### src/rtl/qeciphy_pchan_pkg.sv
// Shared types and constants for the QECIPHY P-channel initiator.
package qeciphy_pchan_pkg;

  typedef enum logic [1:0] {
    IDLE    = 2'd0,
    ASSERT  = 2'd1,
    RELEASE = 2'd2
  } pchan_state_t;

  localparam logic PSTATE_RUN  = 1'b1;
  localparam logic PSTATE_STOP = 1'b0;

endpackage

### src/rtl/qeciphy_pchan_timeout.sv
// Saturating ASSERT-phase cycle counter with a sticky timeout flag.
// Instantiated by qeciphy_pchan_initiator only when QECIPHY_PCHAN_TIMEOUT_EN is defined.
module qeciphy_pchan_timeout #(
  parameter int unsigned TIMEOUT_CYCLES = 1024
) (
  input  logic ACLK,
  input  logic ARSTn,
  input  logic in_assert,
  input  logic paccept,
  input  logic clr_err,
  output logic timeout_err
);

  localparam int unsigned CNT_W = $clog2(TIMEOUT_CYCLES + 1);
  localparam logic [CNT_W-1:0] CNT_MAX = CNT_W'(TIMEOUT_CYCLES);
  localparam logic [CNT_W-1:0] CNT_HIT = CNT_W'(TIMEOUT_CYCLES - 1);

  logic [CNT_W-1:0] cnt_q;
  logic [CNT_W-1:0] cnt_d;
  logic             err_d;
  logic             hit_c;

  // Count only while ASSERT is held; the flag is set on the edge that completes
  // the TIMEOUT_CYCLES-th unanswered cycle, and a set beats a same-cycle clear.
  always_comb begin
    cnt_d = '0;
    if (in_assert) begin
      cnt_d = (cnt_q == CNT_MAX) ? cnt_q : cnt_q + CNT_W'(1);
    end
    hit_c = in_assert && !paccept && (cnt_q == CNT_HIT);
    err_d = timeout_err;
    if (clr_err) begin
      err_d = 1'b0;
    end
    if (hit_c) begin
      err_d = 1'b1;
    end
  end

  always_ff @(posedge ACLK or negedge ARSTn) begin
    if (!ARSTn) begin
      cnt_q       <= '0;
      timeout_err <= 1'b0;
    end else begin
      cnt_q       <= cnt_d;
      timeout_err <= err_d;
    end
  end

endmodule

### src/rtl/qeciphy_pchan_initiator.sv
// 4-phase P-channel initiator driving QECIPHY PSTATE/PREQ from a valid/ready command port.
// Optional timeout detection is built when QECIPHY_PCHAN_TIMEOUT_EN is defined.
module qeciphy_pchan_initiator
  import qeciphy_pchan_pkg::*;
#(
  parameter logic        RESET_PSTATE   = PSTATE_RUN,
  parameter int unsigned TIMEOUT_CYCLES = 1024
) (
  input  logic ACLK,
  input  logic ARSTn,
  input  logic req_valid,
  input  logic req_state,
  output logic req_ready,
  input  logic auto_wake_en,
  input  logic clr_err,
  output logic PSTATE,
  output logic PREQ,
  input  logic PACCEPT,
  input  logic PACTIVE,
  output logic cur_state,
  output logic busy,
  output logic done,
  output logic timeout_err
);

  pchan_state_t state_q;
  pchan_state_t state_d;
  logic         target_q;
  logic         target_d;
  logic         cur_d;
  logic         preq_d;
  logic         pstate_d;
  logic         done_d;

  // Next-state and next-output decode; PREQ/PSTATE are derived from the next state
  // so they appear on the same edge that moves the FSM.
  always_comb begin
    state_d  = state_q;
    target_d = target_q;
    cur_d    = cur_state;
    done_d   = 1'b0;
    unique case (state_q)
      IDLE: begin
        if (req_valid) begin
          state_d  = ASSERT;
          target_d = req_state;
        end else if (auto_wake_en && PACTIVE && (cur_state == PSTATE_STOP)) begin
          state_d  = ASSERT;
          target_d = PSTATE_RUN;
        end
      end
      ASSERT: begin
        if (PACCEPT) begin
          state_d = RELEASE;
        end
      end
      RELEASE: begin
        if (!PACCEPT) begin
          state_d = IDLE;
          cur_d   = target_q;
          done_d  = 1'b1;
        end
      end
      default: begin
        state_d = IDLE;
      end
    endcase
    preq_d   = (state_d == ASSERT);
    pstate_d = (state_d == IDLE) ? cur_d : target_d;
  end

  always_ff @(posedge ACLK or negedge ARSTn) begin
    if (!ARSTn) begin
      state_q   <= IDLE;
      target_q  <= RESET_PSTATE;
      cur_state <= RESET_PSTATE;
      PREQ      <= 1'b0;
      PSTATE    <= RESET_PSTATE;
      done      <= 1'b0;
    end else begin
      state_q   <= state_d;
      target_q  <= target_d;
      cur_state <= cur_d;
      PREQ      <= preq_d;
      PSTATE    <= pstate_d;
      done      <= done_d;
    end
  end

  assign req_ready = (state_q == IDLE);
  assign busy      = (state_q != IDLE);

`ifdef QECIPHY_PCHAN_TIMEOUT_EN
  qeciphy_pchan_timeout #(
    .TIMEOUT_CYCLES(TIMEOUT_CYCLES)
  ) u_timeout (
    .ACLK       (ACLK),
    .ARSTn      (ARSTn),
    .in_assert  (state_q == ASSERT),
    .paccept    (PACCEPT),
    .clr_err    (clr_err),
    .timeout_err(timeout_err)
  );
`else
  // Without timeout support the flag is constant and the related inputs are dead.
  logic unused_cfg;
  assign unused_cfg  = ^{clr_err, 32'(TIMEOUT_CYCLES)};
  assign timeout_err = 1'b0;
`endif

endmodule

### config.mk
export PLATFORM = sky130hd
export DESIGN_NAME = qeciphy_pchan_initiator
export DESIGN_NICKNAME = d
export VERILOG_FILES = /design/src/rtl/qeciphy_pchan_pkg.sv /design/src/rtl/qeciphy_pchan_timeout.sv /design/src/rtl/qeciphy_pchan_initiator.sv
export SDC_FILE = /design/constraint.sdc
export NUM_CORES = 1
export LEC_CHECK = 0
export ABC_AREA = 0
export CAP_MARGIN = 30
export CORE_AREA = 3 3 40 42
export DETAILED_ROUTE_END_ITERATION = 16
export DIE_AREA = 0 0 43 45
export HOLD_SLACK_MARGIN = 0.06
export SYNTH_ARGS = -nofsm -noshare
export SYNTH_HDL_FRONTEND = slang
export SYNTH_HIERARCHICAL = 1
export SYNTH_SLANG_ARGS = --single-unit
### constraint.sdc
create_clock -name ACLK -period 1.3 [get_ports ACLK]
set_input_delay 0.13 -clock ACLK [delete_from_list [all_inputs] [get_ports ACLK]]
set_output_delay 0.13 -clock ACLK [all_outputs]
set_load 0.03 [all_outputs]
==> results of run 1 <==
## per-layer routing
| metal | part of all wire | up-vias | routed length, µm | global-route usage |
|---|---|---|---|---|
| li1 | - | 146 | - | - |
| met1 | 0.45 | 129 | 302 | 0.0990 |
| met2 | 0.40 | 13 | 268 | 0.0988 |
| met3 | 0.10 | 2 | 67 | 0.00398 |
| met4 | 0.041 | 0 | 27 | 0.108 |
| met5 | 0 | - | 0 | 0 |
## power breakdown
part	switching (µW)	leakage, µW	internal [µW]
clock network	78.1	0.0000150	117
logic	362	0.000151	298
registers	121	0.0000810	356
total	561	0.000247	771
## cells in the mapped netlist (2+ instances only)
library cell	count
nor2_1	3
dfrtp_1	4
inv_1	4
dfstp_2	3
o21ai_0	2
## sequential cells by signal, summed over array words and instances (netlist names)
signal / flops
PREQ: 1
PSTATE: 1
cur_state: 1
done: 1
state_q: 2
target_q: 1
## kinds of logic after synthesis
logic type | count (synthesis) | share of synthesized area
other cells | 1 | 0.00992
xor+xnor | 1 | 0.0232
compound gates | 8 | 0.182
simple gates | 10 | 0.209
flops | 7 | 0.474
buf+inv | 7 | 0.103
## metrics by stage
| stage | hold WS (ps) | std cells | worst slack, ps | instance area (µm²) |
|---|---|---|---|---|
| after floorplan | -166 | 34 | 106 | 380 |
| after global placement | 411 | 59 | -37.3 | 493 |
| after detailed placement | 406 | 59 | -53.0 | 493 |
| after CTS | 133 | 63 | 41.6 | 518 |
| after global routing | 147 | 63 | 2.34 | 518 |
| final | 127 | 63 | 55.8 | 518 |
## worst max-delay path: stages, from the launching register on
cell and delay (ps):
dfrtp_2 480, nor2_2 170, inv_1 50, buf_4 160
## final cells by class
| cell class | instances | area, µm² | share of cell area |
|---|---|---|---|
| Sequential cell | 7 | 180 | 0.348 |
| Multi-Input combinational cell | 20 | 163 | 0.314 |
| Timing Repair Buffer | 13 | 115 | 0.222 |
| Tap cell | 15 | 18.8 | 0.0362 |
| Clock buffer | 4 | 26.3 | 0.0507 |
| Inverter | 4 | 15.0 | 0.0290 |
## worst min path at each step
| stage | start | endpoint | slack (ps) | cells past startpoint |
|---|---|---|---|---|
| 6_report | ARSTn | PREQ$_DFF_PN0_ | 130 | 1 |
| 5_1_grt | ARSTn | PREQ$_DFF_PN0_ | 150 | 1 |
| 4_1_cts | ARSTn | PREQ$_DFF_PN0_ | 130 | 1 |
| 3_5_place_dp | ARSTn | PREQ$_DFF_PN0_ | 410 | 1 |
| 3_3_place_gp | ARSTn | PREQ$_DFF_PN0_ | 410 | 1 |
| 2_1_floorplan | ARSTn | PREQ$_DFF_PN0_ | -170 | 0 |
==> impl_metrics.json, run 1 <==
{
  "period_share": 0.957,
  "cts_tree": "done",
  "cp_max_fo": 11,
  "rows": 13,
  "powerDensity_mw_per_mm2": 2570,
  "grt.overflow.total": 0,
  "vdd_drop_max_v": 0.000973,
  "setup_violations": 0,
  "hold_viol_final": 0,
  "synth_area_per_cell_um2": 11.1,
  "fmax_ghz": 0.804,
  "fin_nets": 57,
  "synth_top_area_share": 0.265,
  "wl_um": 666,
  "fillers": 141,
  "worst-setup-path-type": "reg -> out",
  "boundaryPins": 15,
  "grt_max_degree": 12,
  "clkLatencyLatePin_ps": 250,
  "p_leak_uw": 0.000247,
  "synth.distinct_cells": 23,
  "ff2ff_setup_slack_ps": 140,
  "rr_endpoint": "PSTATE$_DFF_PN1_",
  "remaining_drc_errors": 0,
  "finClkSkew_ps": 0.567,
  "yosys_register_bits": 7,
  "r2r-start": "state_q[0]$_DFF_PN0_",
  "grt_pass1_wl_mm": 1.04,
  "syn_area_um2": 378,
  "worstSetupEndpoint": "busy",
  "synthArstFlopShare": 1.00,
  "synth-edff-count": 0,
  "initial_core_util": 0.294,
  "yosys.area.top_type": "dfrtp_1",
  "vias": 290,
  "htree_levels": 1,
  "core_area_mm2": 0.00128,
  "cts_hold_buf": 0,
  "finalPower_uw": 1330,
  "cts_inserted_buffers": 3,
  "yosysWarnings": 6,
  "clock-sinks": 7,
  "rr_worst_depth": 3,
  "drive_above_1_share": 0.313,
  "n_antenna_cell": 0,
  "place_hpwl_um": 521,
  "final_cell_mix": "6 x clkdlybuf4s50_1, 5 x buf_4, 4 x inv_1",
  "cts_resized": 3,
  "layout_commonest_cell": "clkdlybuf4s50_1",
  "slew_viol_final": 0,
  "worstPathRequired_ps": 1170,
  "wl_per_cell_um": 10.6,
  "clkSlewWorstSetupHoldPaths_ps": 50,
  "die_w_um": 43,
  "synth_nets": 42,
  "routabilityCongestion": 0.819,
  "postCtsSetupRepairBufs": 0,
  "grt_pass1_vias": 260,
  "drt_iter0_drc": 6,
  "tns_ps": 0,
  "maxCapViolations": 0,
  "antenna_left": 0,
  "worst_ep_arrival_time_ps": 1110,
  "area_growth_pct": 37.1,
  "cts.path.max_buffers": 2,
  "ys.flop_type": "dfrtp_1",
  "min_period_ps": 1240,
  "critPathLaunch": "state_q[0]$_DFF_PN0_",
  "cts_root_buffer": "clkbuf_4",
  "netlist_instances": 34,
  "start_kind": "register",
  "status": "completed",
  "vias_per_cell": 4.60,
  "io_buffers": 12,
  "fin_util": 0.403,
  "antenna_found_initial": 0,
  "worstSetupEndpointType": "output pin",
  "grtUsageTotal": 0.0773,
  "die_h_um": 45,
  "synth.yosys.seq_area_share": 0.474,
  "synth.area.top_cells": "dfrtp_1 26%, dfstp_2 21%, nand3b_4 5.3%, a221oi_2 4.0%, inv_1 4.0%",
  "dr.pass1.iters": 6,
  "hold_path_class": "in -> async",
  "die_area_mm2": 0.00194,
  "rsz0062_at_grt": "no"
}
Note: power is estimated with default switching activity, not from simulation.
==> run 2: changes to the inputs <==
- SKIP_CTS_REPAIR_TIMING: not set -> 1
- TNS_END_PERCENT: not set -> 20
==> impl_metrics.json, run 2 (same netlist as run 1, synthesis figures left out) <==
{
  "status": "completed",
  "swShare": 0.418,
  "slew_viol_final": 0,
  "routabilityCongestion": 0.819,
  "clkSlewWorstSetupHoldPaths_ps": 50,
  "fin_util": 0.409,
  "clkLatencyLatePin_ps": 250,
  "rows": 13,
  "slowest_delay_ps": 480,
  "fin_nets": 57,
  "powerDensity_mw_per_mm2": 2560,
  "area_growth_pct": 39.1,
  "n_antenna_cell": 0,
  "post-place-ws_ps": -53.0,
  "hold_viol_final": 0,
  "worst_ep_arrival_time_ps": 1110,
  "layout_commonest_cell": "clkdlybuf4s50_1",
  "final_cell_mix": "6 x clkdlybuf4s50_1, 5 x buf_4, 4 x inv_1",
  "cts.path.max_buffers": 2,
  "power_frac_clock": 0.145,
  "fmax_ghz": 0.804,
  "dp_cells": 59,
  "vdd_drop_max_v": 0.000975,
  "clock-sinks": 7,
  "period_share": 0.957,
  "start_kind": "register",
  "worstSetupEndpointType": "output pin",
  "drt_iter0_drc": 6,
  "finClkSkew_ps": 0.567,
  "cts_inserted_buffers": 3,
  "setup_violations": 0,
  "cp_slowest_cell": "dfrtp_2",
  "r2r-start": "state_q[0]$_DFF_PN0_",
  "initial_core_util": 0.294,
  "vias_per_cell": 4.60,
  "dr.pass1.iters": 6,
  "fin_area_um2": 526,
  "cts_tree": "done",
  "boundaryPins": 15,
  "antenna_left": 0,
  "grt_pass1_wl_mm": 1.04,
  "vias": 290,
  "die_area_mm2": 0.00194,
  "htree_levels": 1,
  "io_buffers": 12,
  "timing.final.ws_setup_ps": 55.8,
  "place_hpwl_um": 521,
  "grtUsageTotal": 0.0773,
  "antenna_found_initial": 0,
  "core_area_mm2": 0.00128,
  "cp_cell_sequence": "nor2_2 > inv_1 > buf_4",
  "switching_power_uw": 562,
  "largest_reg_flops": 2,
  "grt.overflow.total": 0,
  "p_leak_uw": 0.000269,
  "power_frac_seq": 0.355,
  "place_area_um2": 493,
  "drive_above_1_share": 0.313,
  "worstPathRequired_ps": 1170,
  "cts_root_buffer": "clkbuf_4",
  "min_period_ps": 1240,
  "die_w_um": 43,
  "die_h_um": 45,
  "remaining_drc_errors": 0,
  "p_int_uw": 782,
  "wl_per_cell_um": 10.7,
  "wl_um": 675,
  "tns_ps": 0,
  "top_register": "state_q",
  "critPathLaunch": "state_q[0]$_DFF_PN0_",
  "rsz0062_at_grt": "no",
  "cp_max_fo": 11,
  "maxCapViolations": 0,
  "grt_pass1_vias": 260,
  "hold_path_class": "in -> async",
  "worst-setup-path-type": "reg -> out",
  "power_frac_comb": 0.500,
  "grt_max_degree": 12,
  "finalNonFillerCells": 63
}
run 2: changes by cell type in the layout (fill, tap and decap cells not counted), sizes merged:
cell	previous run	this run
dlymetal6s2s	0	2
dlygate4sd2	2	0
run 2: final timing paths:
kind                       slack (ps)  depth (start not counted)                   to
min in group ACLK                 500                          2   target_q$_DFF_PN1_
hold / removal                    130                          1       PREQ$_DFF_PN0_
setup reg to reg                  140                          3     PSTATE$_DFF_PN1_
setup / recovery                   60                          3                 busy
hold reg to reg                   500                          2   target_q$_DFF_PN1_
max in group asynchronous         890                          1  cur_state$_DFF_PN1_
run 2: through the flow:
| stage | hold WS (ps) | power [µW] |
|---|---|---|
| after CTS | 133 | 1370 |
| after global routing | 151 | 1430 |
| after global placement | 411 | 1160 |
| after detailed placement | 406 | 1160 |
| final | 129 | 1340 |
| after floorplan | -166 | 970 |
run 2: power groups by stage:
stage / logic (µW) / clock network [µW] / registers [µW]
2_1_floorplan: 460 / 0 / 510
3_3_place_gp: 677 / 0 / 480
3_5_place_dp: 681 / 0 / 480
4_1_cts: 681 / 206 / 479
5_1_grt: 715 / 211 / 505
6_report: 671 / 195 / 477
run 2: layer usage:
layer	vias to the layer above	wire, µm	GRT usage
met5	-	0	0
met4	0	27	0.108
met1	129	303	0.0990
met2	13	273	0.0988
li1	146	-	-
met3	2	71	0.00398
run 2: final cells by class:
type	count	area [µm²]
Clock buffer	4	26.3
Multi-Input combinational cell	20	163
Tap cell	15	18.8
Timing Repair Buffer	13	123
Fill cell	139	759
Inverter	4	15.0
Sequential cell	7	180
run 2: worst max-delay path: cells and delay by family, from the launching register on:
family | cells | cell delay (ps)
flip-flops | 1 | 480
AND/OR/NAND/NOR | 1 | 170
buffers and inverters | 2 | 210
==> run 3: changes to the inputs <==
- PLACE_DENSITY: not set -> 0.67
==> impl_metrics.json, run 3 (same netlist as run 1, synthesis figures left out) <==
{
  "status": "completed",
  "clock-sinks": 7,
  "p_int_uw": 805,
  "start_kind": "register",
  "post-place-ws_ps": -68.1,
  "clkSlewWorstSetupHoldPaths_ps": 50,
  "power_frac_clock": 0.140,
  "io_buffers": 12,
  "timing.final.ws_setup_ps": 82.1,
  "hold_viol_final": 0,
  "grt_pass1_vias": 288,
  "antenna_left": 0,
  "place_hpwl_um": 576,
  "slew_viol_final": 0,
  "fmax_ghz": 0.821,
  "worst-setup-path-type": "reg -> out",
  "wl_per_cell_um": 11.3,
  "layout_commonest_cell": "clkdlybuf4s50_1",
  "fin_nets": 57,
  "critPathBufInv": 2,
  "vias_per_cell": 4.59,
  "critPathTopFamily": "flip-flops",
  "place_area_um2": 493,
  "min_period_ps": 1220,
  "swShare": 0.420,
  "worstSetupEndpointType": "output pin",
  "drive_above_1_share": 0.313,
  "rows": 13,
  "wl_um": 709,
  "period_share": 0.937,
  "hold_path_class": "in -> async",
  "grt_pass1_wl_mm": 1.21,
  "cp_max_fo": 11,
  "rsz0062_at_grt": "no",
  "largest_reg_flops": 2,
  "drt_iter0_drc": 5,
  "routabilityCongestion": 0.733,
  "htree_levels": 1,
  "top_register": "state_q",
  "finClkSkew_ps": 1.66,
  "worst_ep_arrival_time_ps": 1090,
  "boundaryPins": 15,
  "area_growth_pct": 40.4,
  "die_h_um": 45,
  "vias": 289,
  "vdd_drop_max_v": 0.00120,
  "multi_input_area_um2": 168,
  "cts_root_buffer": "clkbuf_4",
  "switching_power_uw": 584,
  "cp_cell_sequence": "nor2_4 > inv_1 > buf_4",
  "cts_tree": "done",
  "core_area_mm2": 0.00128,
  "setup_violations": 0,
  "grtUsageTotal": 0.0873,
  "grt.overflow.total": 0,
  "p_leak_uw": 0.000270,
  "worstPathRequired_ps": 1170,
  "final_cell_mix": "6 x clkdlybuf4s50_1, 5 x buf_4, 4 x inv_1",
  "initial_core_util": 0.294,
  "power_frac_comb": 0.512,
  "powerDensity_mw_per_mm2": 2620,
  "dr.pass1.iters": 3,
  "remaining_drc_errors": 0,
  "cts_inserted_buffers": 3,
  "fin_area_um2": 531,
  "n_antenna_cell": 0,
  "fillers": 139,
  "antenna_found_initial": 0,
  "clkLatencyLatePin_ps": 250,
  "grt_max_degree": 12,
  "power_frac_seq": 0.348,
  "die_area_mm2": 0.00194,
  "register_area_um2": 180,
  "slowest_delay_ps": 490,
  "cp_slowest_cell": "dfrtp_2",
  "die_w_um": 43,
  "cts.path.max_buffers": 2,
  "maxCapViolations": 0
}
-- run 3: path summary, 6_finish.rpt --
path | start | depth (start not counted) | endpoint | slack (ps)
worst min register to register | target_q$_DFF_PN1_ | 2 | target_q$_DFF_PN1_ | 500
min in group ACLK | target_q$_DFF_PN1_ | 2 | target_q$_DFF_PN1_ | 500
worst max register to register | state_q[0]$_DFF_PN0_ | 3 | PSTATE$_DFF_PN1_ | 110
worst min-delay path | ARSTn | 1 | PREQ$_DFF_PN0_ | 140
worst max-delay path | state_q[0]$_DFF_PN0_ | 3 | busy | 80
max in group asynchronous | ARSTn | 1 | cur_state$_DFF_PN1_ | 870
-- run 3: cell type report --
type | count | area share
well taps | 15 | 0.0354
clock buffers | 4 | 0.0495
multi-input cells | 20 | 0.316
flip-flops and latches | 7 | 0.340
inverters | 4 | 0.0283
repair buffers | 13 | 0.231
-- run 3: metal layers --
metal | share of wire | vias to the layer above | routed length (µm) | track usage
met5 | 0 | - | 0 | 0
met4 | 0 | 0 | 0 | 0.0723
met3 | 0.089 | 0 | 63 | 0.0279
met2 | 0.48 | 10 | 343 | 0.123
met1 | 0.43 | 132 | 302 | 0.109
li1 | - | 147 | - | -
-- run 3: stage by stage --
step	hold slack, ps	utilization	TNS, ps	power, µW	cells
5_1_grt	149	0.413	0	1480	63
6_report	140	0.413	0	1390	63
3_5_place_dp	414	0.384	-96.4	1190	59
4_1_cts	141	0.404	-140	1390	63
3_3_place_gp	413	0.384	-69.5	1180	59
2_1_floorplan	-166	-	0	970	34
-- run 3: power by group through the flow --
stage | clock network [µW] | logic, µW | registers [µW]
5_1_grt | 215 | 759 | 508
6_report | 194 | 711 | 483
3_5_place_dp | 0 | 712 | 478
3_3_place_gp | 0 | 705 | 472
2_1_floorplan | 0 | 460 | 510
4_1_cts | 205 | 714 | 473
